## src/rtl/alu_rr_scheduler_if.sv

```systemverilog
// -----------------------------------------------------------------------------
// alu_rr_scheduler_if
// Bundles the command and response handshakes of the shared-ALU scheduler.
//   req_valid  [NUM_REQ]     requester i has a command
//   req_data   [10*NUM_REQ]  slot i = {op[1:0], b[3:0], a[3:0]}
//   req_ready  [NUM_REQ]     one-hot grant/accept from the scheduler
//   rsp_valid                result available
//   rsp_ready                downstream accepts result
//   rsp_result [9]           operation result
//   rsp_id     [ID_W]        index of the requester that issued the command
//   rsp_dbz                  divide-by-zero flag, qualified by rsp_valid
// Modports: master = requester/consumer side, slave = scheduler side.
// -----------------------------------------------------------------------------
interface alu_rr_scheduler_if #(
    parameter int NUM_REQ = 4,
    parameter int ID_W    = $clog2(NUM_REQ)
);
    logic [NUM_REQ-1:0]    req_valid;
    logic [10*NUM_REQ-1:0] req_data;
    logic [NUM_REQ-1:0]    req_ready;
    logic                  rsp_valid;
    logic                  rsp_ready;
    logic [8:0]            rsp_result;
    logic [ID_W-1:0]       rsp_id;
    logic                  rsp_dbz;

    modport master (
        output req_valid, req_data, rsp_ready,
        input  req_ready, rsp_valid, rsp_result, rsp_id, rsp_dbz
    );

    modport slave (
        input  req_valid, req_data, rsp_ready,
        output req_ready, rsp_valid, rsp_result, rsp_id, rsp_dbz
    );
endinterface

```

## src/rtl/alu_rr_scheduler.sv

```systemverilog
// -----------------------------------------------------------------------------
// alu_rr_scheduler
// Round-robin scheduler sharing one 4-bit add/sub/mul/div datapath among
// NUM_REQ command sources. One command is in flight at a time:
// IDLE (arbitrate + accept) -> EXEC (1 or MULDIV_CYCLES cycles) -> RESP.
// Ports:
//   clk    in   clock, all logic on posedge
//   reset  in   synchronous, active-high
//   bus    slave modport of alu_rr_scheduler_if (command + response handshakes)
//   busy   out  high whenever the FSM is not IDLE
// -----------------------------------------------------------------------------
module alu_rr_scheduler #(
    parameter int NUM_REQ       = 4,
    parameter int MULDIV_CYCLES = 3,
    parameter int ID_W          = $clog2(NUM_REQ)
) (
    input  logic                clk,
    input  logic                reset,
    alu_rr_scheduler_if.slave   bus,
    output logic                busy
);
    // CW holds last_grant + 1 + offset (up to 2*NUM_REQ-1) without overflow.
    localparam int CW    = ID_W + 1;
    localparam int CNT_W = (MULDIV_CYCLES > 1) ? $clog2(MULDIV_CYCLES) : 1;

    localparam logic [1:0] OP_ADD = 2'd0;
    localparam logic [1:0] OP_SUB = 2'd1;
    localparam logic [1:0] OP_MUL = 2'd2;

    typedef enum logic [1:0] {
        IDLE = 2'd0,
        EXEC = 2'd1,
        RESP = 2'd2
    } state_t;

    state_t          state_q, state_d;
    logic [ID_W-1:0] last_grant_q, last_grant_d;
    logic [CNT_W-1:0] cnt_q, cnt_d;
    logic [1:0]      op_q, op_d;
    logic [3:0]      a_q, a_d;
    logic [3:0]      b_q, b_d;
    logic [ID_W-1:0] id_q, id_d;
    logic            rsp_valid_q, rsp_valid_d;
    logic [8:0]      rsp_result_q, rsp_result_d;
    logic [ID_W-1:0] rsp_id_q, rsp_id_d;
    logic            rsp_dbz_q, rsp_dbz_d;

    // ---------------------------------------------------------------------
    // Command slots
    // ---------------------------------------------------------------------
    logic [9:0] cmd_slot [NUM_REQ];

    generate
        for (genvar gi = 0; gi < NUM_REQ; gi++) begin : g_slot
            assign cmd_slot[gi] = bus.req_data[10*gi +: 10];
        end
    endgenerate

    // ---------------------------------------------------------------------
    // Round-robin arbiter: rotate the request vector so that bit 0 is the
    // requester right after last_grant, find the lowest set bit, then map
    // the offset back to an absolute index modulo NUM_REQ.
    // ---------------------------------------------------------------------
    logic [2*NUM_REQ-1:0] req_dbl;
    logic [NUM_REQ-1:0]   req_rot;
    logic [CW-1:0]        shamt;
    logic [CW-1:0]        offset;
    logic [CW-1:0]        grant_sum;
    logic                 grant_found;
    logic [ID_W-1:0]      grant_idx;
    logic [NUM_REQ-1:0]   ready_vec;

    assign req_dbl     = {bus.req_valid, bus.req_valid};
    assign shamt       = CW'(last_grant_q) + CW'(1);
    assign req_rot     = NUM_REQ'(req_dbl >> shamt);
    assign grant_found = |bus.req_valid;

    always_comb begin
        offset = '0;
        for (int k = NUM_REQ - 1; k >= 0; k--) begin
            if (req_rot[k]) begin
                offset = CW'(k);
            end
        end
    end

    assign grant_sum = shamt + offset;
    assign grant_idx = (grant_sum >= CW'(NUM_REQ)) ? ID_W'(grant_sum - CW'(NUM_REQ))
                                                   : ID_W'(grant_sum);

    generate
        for (genvar gi = 0; gi < NUM_REQ; gi++) begin : g_ready
            assign ready_vec[gi] = (state_q == IDLE) && grant_found &&
                                   (grant_idx == ID_W'(gi));
        end
    endgenerate

    assign bus.req_ready = ready_vec;

    // ---------------------------------------------------------------------
    // ALU datapath on the latched operands
    // ---------------------------------------------------------------------
    logic [8:0] alu_result;
    logic       alu_dbz;

    always_comb begin
        alu_result = '0;
        alu_dbz    = 1'b0;
        case (op_q)
            OP_ADD: alu_result = {5'd0, a_q} + {5'd0, b_q};
            OP_SUB: alu_result = {5'd0, a_q} - {5'd0, b_q};
            OP_MUL: alu_result = {1'b0, {4'd0, a_q} * {4'd0, b_q}};
            default: begin
                if (b_q == 4'd0) begin
                    alu_result = 9'h1FF;
                    alu_dbz    = 1'b1;
                end else begin
                    alu_result = {5'd0, a_q / b_q};
                end
            end
        endcase
    end

    // ---------------------------------------------------------------------
    // Next-state / datapath-load logic
    // ---------------------------------------------------------------------
    logic exec_done;

    // add/sub finish after one EXEC cycle; mul/div after MULDIV_CYCLES.
    assign exec_done = (op_q == OP_ADD) || (op_q == OP_SUB) ||
                       (cnt_q == CNT_W'(MULDIV_CYCLES - 1));

    always_comb begin
        state_d      = state_q;
        last_grant_d = last_grant_q;
        cnt_d        = cnt_q;
        op_d         = op_q;
        a_d          = a_q;
        b_d          = b_q;
        id_d         = id_q;
        rsp_valid_d  = rsp_valid_q;
        rsp_result_d = rsp_result_q;
        rsp_id_d     = rsp_id_q;
        rsp_dbz_d    = rsp_dbz_q;

        case (state_q)
            IDLE: begin
                // grant_found implies req_valid[g] & req_ready[g]: accept edge.
                if (grant_found) begin
                    {op_d, b_d, a_d} = cmd_slot[grant_idx];
                    id_d             = grant_idx;
                    last_grant_d     = grant_idx;
                    cnt_d            = '0;
                    state_d          = EXEC;
                end
            end
            EXEC: begin
                if (exec_done) begin
                    rsp_result_d = alu_result;
                    rsp_dbz_d    = alu_dbz;
                    rsp_id_d     = id_q;
                    rsp_valid_d  = 1'b1;
                    state_d      = RESP;
                end else begin
                    cnt_d = cnt_q + CNT_W'(1);
                end
            end
            RESP: begin
                if (bus.rsp_ready) begin
                    rsp_valid_d = 1'b0;
                    state_d     = IDLE;
                end
            end
            default: state_d = IDLE;
        endcase
    end

    always_ff @(posedge clk) begin
        if (reset) begin
            state_q      <= IDLE;
            last_grant_q <= ID_W'(NUM_REQ - 1);
            cnt_q        <= '0;
            op_q         <= '0;
            a_q          <= '0;
            b_q          <= '0;
            id_q         <= '0;
            rsp_valid_q  <= 1'b0;
            rsp_result_q <= '0;
            rsp_id_q     <= '0;
            rsp_dbz_q    <= 1'b0;
        end else begin
            state_q      <= state_d;
            last_grant_q <= last_grant_d;
            cnt_q        <= cnt_d;
            op_q         <= op_d;
            a_q          <= a_d;
            b_q          <= b_d;
            id_q         <= id_d;
            rsp_valid_q  <= rsp_valid_d;
            rsp_result_q <= rsp_result_d;
            rsp_id_q     <= rsp_id_d;
            rsp_dbz_q    <= rsp_dbz_d;
        end
    end

    assign bus.rsp_valid  = rsp_valid_q;
    assign bus.rsp_result = rsp_result_q;
    assign bus.rsp_id     = rsp_id_q;
    assign bus.rsp_dbz    = rsp_dbz_q;
    assign busy           = (state_q != IDLE);

endmodule

```

## src/flat_wrapper.sv

```systemverilog
// flat-port wrapper written by rule: the top's interface ports become plain ports
module alu_rr_scheduler_flat 
#(
    parameter int NUM_REQ       = 4,
    parameter int MULDIV_CYCLES = 3,
    parameter int ID_W          = $clog2(NUM_REQ)
)
  (clk, reset, busy, bus_req_valid, bus_req_data, bus_rsp_ready, bus_req_ready, bus_rsp_valid, bus_rsp_result, bus_rsp_id, bus_rsp_dbz);
  alu_rr_scheduler_if #(.NUM_REQ(NUM_REQ), .ID_W(ID_W)) bus_i ();
  input  logic clk;
  input  logic reset;
  output logic busy;
  input wire logic [$bits(bus_i.req_valid)-1:0] bus_req_valid;
  input wire logic [$bits(bus_i.req_data)-1:0] bus_req_data;
  input wire logic [$bits(bus_i.rsp_ready)-1:0] bus_rsp_ready;
  output wire logic [$bits(bus_i.req_ready)-1:0] bus_req_ready;
  output wire logic [$bits(bus_i.rsp_valid)-1:0] bus_rsp_valid;
  output wire logic [$bits(bus_i.rsp_result)-1:0] bus_rsp_result;
  output wire logic [$bits(bus_i.rsp_id)-1:0] bus_rsp_id;
  output wire logic [$bits(bus_i.rsp_dbz)-1:0] bus_rsp_dbz;
  assign bus_i.req_valid = bus_req_valid;
  assign bus_i.req_data = bus_req_data;
  assign bus_i.rsp_ready = bus_rsp_ready;
  assign bus_req_ready = bus_i.req_ready;
  assign bus_rsp_valid = bus_i.rsp_valid;
  assign bus_rsp_result = bus_i.rsp_result;
  assign bus_rsp_id = bus_i.rsp_id;
  assign bus_rsp_dbz = bus_i.rsp_dbz;
  alu_rr_scheduler #(.NUM_REQ(NUM_REQ), .MULDIV_CYCLES(MULDIV_CYCLES), .ID_W(ID_W)) u_core (.clk(clk), .reset(reset), .bus(bus_i), .busy(busy));
endmodule
```

## config.mk

```make
export PLATFORM = sky130hd
export DESIGN_NAME = alu_rr_scheduler_flat
export DESIGN_NICKNAME = d
export VERILOG_FILES = /design/src/rtl/alu_rr_scheduler_if.sv /design/src/rtl/alu_rr_scheduler.sv /design/src/flat_wrapper.sv
export SDC_FILE = /design/constraint.sdc
export NUM_CORES = 1
export LEC_CHECK = 0
export CAP_MARGIN = 20
export CELL_PAD_IN_SITES_DETAIL_PLACEMENT = 0
export CELL_PAD_IN_SITES_GLOBAL_PLACEMENT = 1
export CORE_MARGIN = 5
export CORE_UTILIZATION = 42
export CTS_BUF_LIST = sky130_fd_sc_hd__clkbuf_2
export CTS_CLUSTER_DIAMETER = 150
export DETAILED_ROUTE_END_ITERATION = 6
export GPL_ROUTABILITY_DRIVEN = 0
export GPL_TIMING_DRIVEN = 1
export PLACE_DENSITY_LB_ADDON = 0.05
export SYNTH_ARGS = -nofsm -noshare
export SYNTH_HDL_FRONTEND = slang
export SYNTH_SLANG_ARGS = --single-unit
```

## constraint.sdc

```tcl
create_clock -name clk -period 6.12 [get_ports clk]
set_clock_uncertainty 0.1 [all_clocks]
set_input_delay 1.224 -clock clk [delete_from_list [all_inputs] [get_ports clk]]
set_output_delay 1.224 -clock clk [all_outputs]
set_load 0.01 [all_outputs]
```

==> metrics.log <==
INFO  metric run_status = finished, final reports clean
INFO  metric synth.net_count = 437
INFO  metric unrepaired_setup_endpoints_after_global_routing = no
INFO  metric highest_fanout_seen_on_the_critical_path = 23
INFO  metric grtUsageMet2 = 25.1%
INFO  metric busiest_layer = met2
INFO  metric place.detailed.hpwl = 5440 um
INFO  metric synth_warnings = 0
INFO  metric hold_path_startpoint = u_core.bus.rsp_result[4]
INFO  metric global_route_wire_length_before_repair = 11800 um
INFO  metric min_period = 5.62 ns
INFO  metric vias_after_detailed_routing = 2579
INFO  metric worstSetupStartpointType = input pin
INFO  metric maxCapViolations = 0
INFO  metric fin_tns_setup = 0 ns
INFO  metric ys_dominant_reg_cell = sky130_fd_sc_hd__dfxtp_1
INFO  metric placeableCoreArea = 6830 um2
INFO  metric cts.root.buffer_cell = sky130_fd_sc_hd__clkbuf_2
INFO  metric worst_r2r_endpoint = u_core.bus.rsp_result[0]
INFO  metric die_x = 94.1 um
INFO  metric dr.first_iter.drc_count = 66
INFO  metric cts_hold_buffers = 0
INFO  metric fmax = 0.178 GHz
INFO  metric cts_tree = done
INFO  metric report.final.setup_viol = 0
INFO  metric boundaryPins = 65
INFO  metric number_of_max_slew_violations_in_the_final_report = 0
INFO  metric fill_cells = 676
INFO  metric seqCellArea = 621 um2
INFO  metric vias_in_the_first_global_route = 2557
INFO  metric post_cts_resized = 0
INFO  metric row_count = 30
INFO  metric remaining_drc_errors = 0
INFO  metric placement.cell_area = 3640 um2
INFO  metric power_per_cell_area = 475 nW/um2
INFO  metric vert_die_dim = 94.1 um
INFO  metric cp_data_required_time = 4.80 ns
INFO  metric crit_path_max_incr_delay = 0.65 ns
INFO  metric critical_path.reg2reg.startpoint = u_core.b_q[0]
INFO  metric start_util = 43.5%
INFO  metric critical-path-slowest-cell = sky130_fd_sc_hd__clkdlybuf4s50_1
INFO  metric detail_route.first_pass.iterations = 4
INFO  metric area.growth.synth_to_final = 24.8%
INFO  metric worst_min_path_class = flip-flop to flip-flop
INFO  metric postLayoutCellArea = 3700 um2
INFO  metric multi_input_combinational_cell_area = 2140 um2
INFO  metric critPathBufInv = 2
INFO  metric global_route.usage.met1 = 22.3%
INFO  metric postCtsSetupBuffers = 0
INFO  metric cts.reportedPaths.clkPinSlew = 0.16 ns
INFO  metric reg2reg_slack = 1.33 ns
INFO  metric timing_hold_violations_final = 0
INFO  metric number_of_antenna_violations_at_the_first_check_in_global_routing = 1
INFO  metric cp_top_family = buffers and inverters
INFO  metric post_synth_inst_count = 349
INFO  metric critical_path.endpoint_type = output port
INFO  metric worst-slew-pin-transition = 0.947 ns
INFO  metric detail-route-antenna-nets = 0
INFO  metric worst_ep_arrival = 4.30 ns
INFO  metric yosys_register_bits = 31
INFO  metric leakage = 1.51 nW
INFO  metric mappedNetlistArea = 2970 um2
INFO  metric grt_start_max_net_pins = 31
INFO  metric syn-mean-instance-area = 8.51 um2
INFO  metric cts.sinks = 31
INFO  metric hold_end = u_core.bus.rsp_result[4]
INFO  metric critical_path_class = input pin to output port
INFO  metric post_drt_wl_per_cell = 13.5 um
INFO  metric slew_headroom = 36.9%
INFO  metric detail_route.vias_per_cell = 5.14
INFO  metric synth_cell_types = 53
INFO  metric worst_skew_pair.late_latency = 0.34 ns
INFO  metric cp_num_cells = 11
INFO  metric grt.overflow.total = 0
INFO  metric cts_buffer_depth = 2
INFO  metric grtUsageTotal = 16.5%
INFO  metric whs_path_depth = 2
INFO  metric cts-htree-levels = 2
INFO  metric ff2ff_path_depth = 17
INFO  metric worst_path_most_repeated_cell = sky130_fd_sc_hd__clkdlybuf4s50_1
INFO  metric power.ir.vdd_worst = 673 uV
INFO  metric edff_count_synth = 0
INFO  metric fp.dieArea = 8850 um2
INFO  metric ys_async_sr_fraction = 0%
INFO  metric period_utilization_post_route = 91.9%
INFO  metric timing.critical_path.cells = clkdlybuf4s50_1 -> nor2_1 -> a221oi_1 -> a21oi_1 -> a211oi_1 -> ha_1 -> xnor2_1 -> or3_4 -> and2_1 -> nor3_2 -> clkdlybuf4s50_1
INFO  metric design.final.nets = 492
INFO  metric route.final.wire_length = 6800 um
INFO  metric final_layout_size_suffix_gt1_share = 11.9%
INFO  metric synth_seq_area_share = 20.9%
INFO  metric tritoncts.num_buffers = 5
INFO  metric io_buffer_count = 64
INFO  metric gr-usage-met3 = 4.41%
-- power breakdown --
group	total, W	switching, W	leakage (nW)	internal, W
clock	0.000134	0.0000665	0.0404	0.0000673
sequential	0.000353	0.0000958	0.255	0.000257
combinational	0.00127	0.000647	1.22	0.000625
-- cell families (layout without fill, tap and decap cells) --
group	after synthesis	in the layout	share of synthesized area, %
XOR/XNOR	8	8	2.36
adder cells (fa/ha/maj)	41	41	18.8
other	0	1	0
buffers and inverters	43	99	6.87
flip-flops	31	31	20.9
AND/OR/NAND/NOR	123	123	21.2
AO/OA/AOI/OAI	88	88	24.2
multiplexers	15	15	5.60
-- metal layers --
metal | part of all wire [%] | wire length [um]
met4 | 1.4 | 93
met1 | 50 | 3400
met3 | 5.5 | 375
met5 | 0 | 0
met2 | 43 | 2930
-- area by class of cell --
type	count	share of cell area (%)
diodes	1	0.0675
clock buffers	5	0.675
clock inverters	3	1.05
inverters	24	2.43
multi-input cells	275	57.9
flip-flops and latches	31	16.8
well taps	96	3.24
repair buffers	67	17.9
-- worst min-delay path: stages (launching register included) --
cell	delay, ns
sky130_fd_sc_hd__dfxtp_1	0.34
sky130_fd_sc_hd__nand2_1	0.05
sky130_fd_sc_hd__a21oi_1	0.05
-- registers in the layout, indices dropped and copies added, names as in the netlist --
signal / flops
u_core.state_q: 2
u_core.bus.rsp_id: 2
u_core.bus.rsp_dbz: 1
u_core.a_q: 4
u_core.bus.rsp_result: 9
u_core.last_grant_q: 2
u_core.op_q: 2
u_core.cnt_q: 2
u_core.bus.rsp_valid: 1
u_core.b_q: 4
u_core.id_q: 2
-- synthesized netlist by cell type, drive strengths merged, types with 4 or more instances --
cell type,n,area [um2]
a311oi,4,35.0
nand2,34,128
o21ai,12,63.8
a221oi,11,159
clkbuf,10,38.8
nand2b,5,31.3
mux2i,11,110
nor2b,13,81.3
nor2,33,126
a21o,5,37.5
ha,35,438
and3,10,76.3
xnor2,6,52.6
a21oi,30,150
buf,9,75.1
nor3,8,45.0
o31ai,11,146
dfxtp,31,621
inv,24,90.1
fa,6,120
-- per-stage QoR --
step / hold slack (ns) / utilization (%) / cells / total power (W) / worst slack (ns)
2_1_floorplan: 0.329 / - / 349 / 0.00136 / 1.61
3_3_place_gp: 0.339 / 53.3 / 493 / 0.00162 / 0.503
3_5_place_dp: 0.345 / 53.3 / 493 / 0.00164 / 0.476
4_1_cts: 0.366 / 54.2 / 501 / 0.00179 / 0.476
5_1_grt: 0.390 / 54.2 / 502 / 0.00196 / 0.338
6_report: 0.363 / 54.2 / 502 / 0.00176 / 0.499
-- how the worst max path moves through the flow --
stage	start	end	slack, ns
2_1_floorplan	bus_req_valid[1]	bus_req_ready[1]	1.61
3_3_place_gp	bus_req_valid[1]	bus_req_ready[1]	0.50
3_5_place_dp	bus_req_valid[1]	bus_req_ready[1]	0.48
4_1_cts	bus_req_valid[1]	bus_req_ready[1]	0.48
5_1_grt	bus_req_valid[1]	bus_req_ready[1]	0.34
6_report	bus_req_valid[1]	bus_req_ready[1]	0.50
-- layout by cell type, fill, tap and decap left out, types with 2 or more instances in the layout --
cell type / instances
sky130_fd_sc_hd__a211oi_1: 3
sky130_fd_sc_hd__a21o_1: 5
sky130_fd_sc_hd__a21oi_1: 30
sky130_fd_sc_hd__a221oi_2: 10
sky130_fd_sc_hd__a311oi_1: 4
sky130_fd_sc_hd__and2_1: 3
sky130_fd_sc_hd__and2b_1: 2
sky130_fd_sc_hd__and3_1: 5
sky130_fd_sc_hd__and3_2: 3
sky130_fd_sc_hd__and3_4: 2
sky130_fd_sc_hd__buf_4: 3
sky130_fd_sc_hd__clkbuf_2: 5
sky130_fd_sc_hd__clkdlybuf4s50_1: 64
sky130_fd_sc_hd__dfxtp_1: 31
sky130_fd_sc_hd__fa_1: 6
sky130_fd_sc_hd__ha_1: 35
sky130_fd_sc_hd__inv_1: 24
sky130_fd_sc_hd__mux2_2: 3
sky130_fd_sc_hd__mux2i_1: 11
sky130_fd_sc_hd__nand2_1: 34
sky130_fd_sc_hd__nand2b_1: 5
sky130_fd_sc_hd__nand3_1: 3
sky130_fd_sc_hd__nand3b_1: 2
sky130_fd_sc_hd__nor2_1: 32
sky130_fd_sc_hd__nor2b_1: 13
sky130_fd_sc_hd__nor3_1: 7
sky130_fd_sc_hd__nor4_1: 3
sky130_fd_sc_hd__o211ai_1: 2
sky130_fd_sc_hd__o21a_1: 2
sky130_fd_sc_hd__o21ai_0: 11
sky130_fd_sc_hd__o311ai_0: 3
sky130_fd_sc_hd__o31ai_2: 10
sky130_fd_sc_hd__or3_4: 2
sky130_fd_sc_hd__xnor2_1: 6
sky130_fd_sc_hd__xor2_1: 2
(Power assumes the default switching activity.)
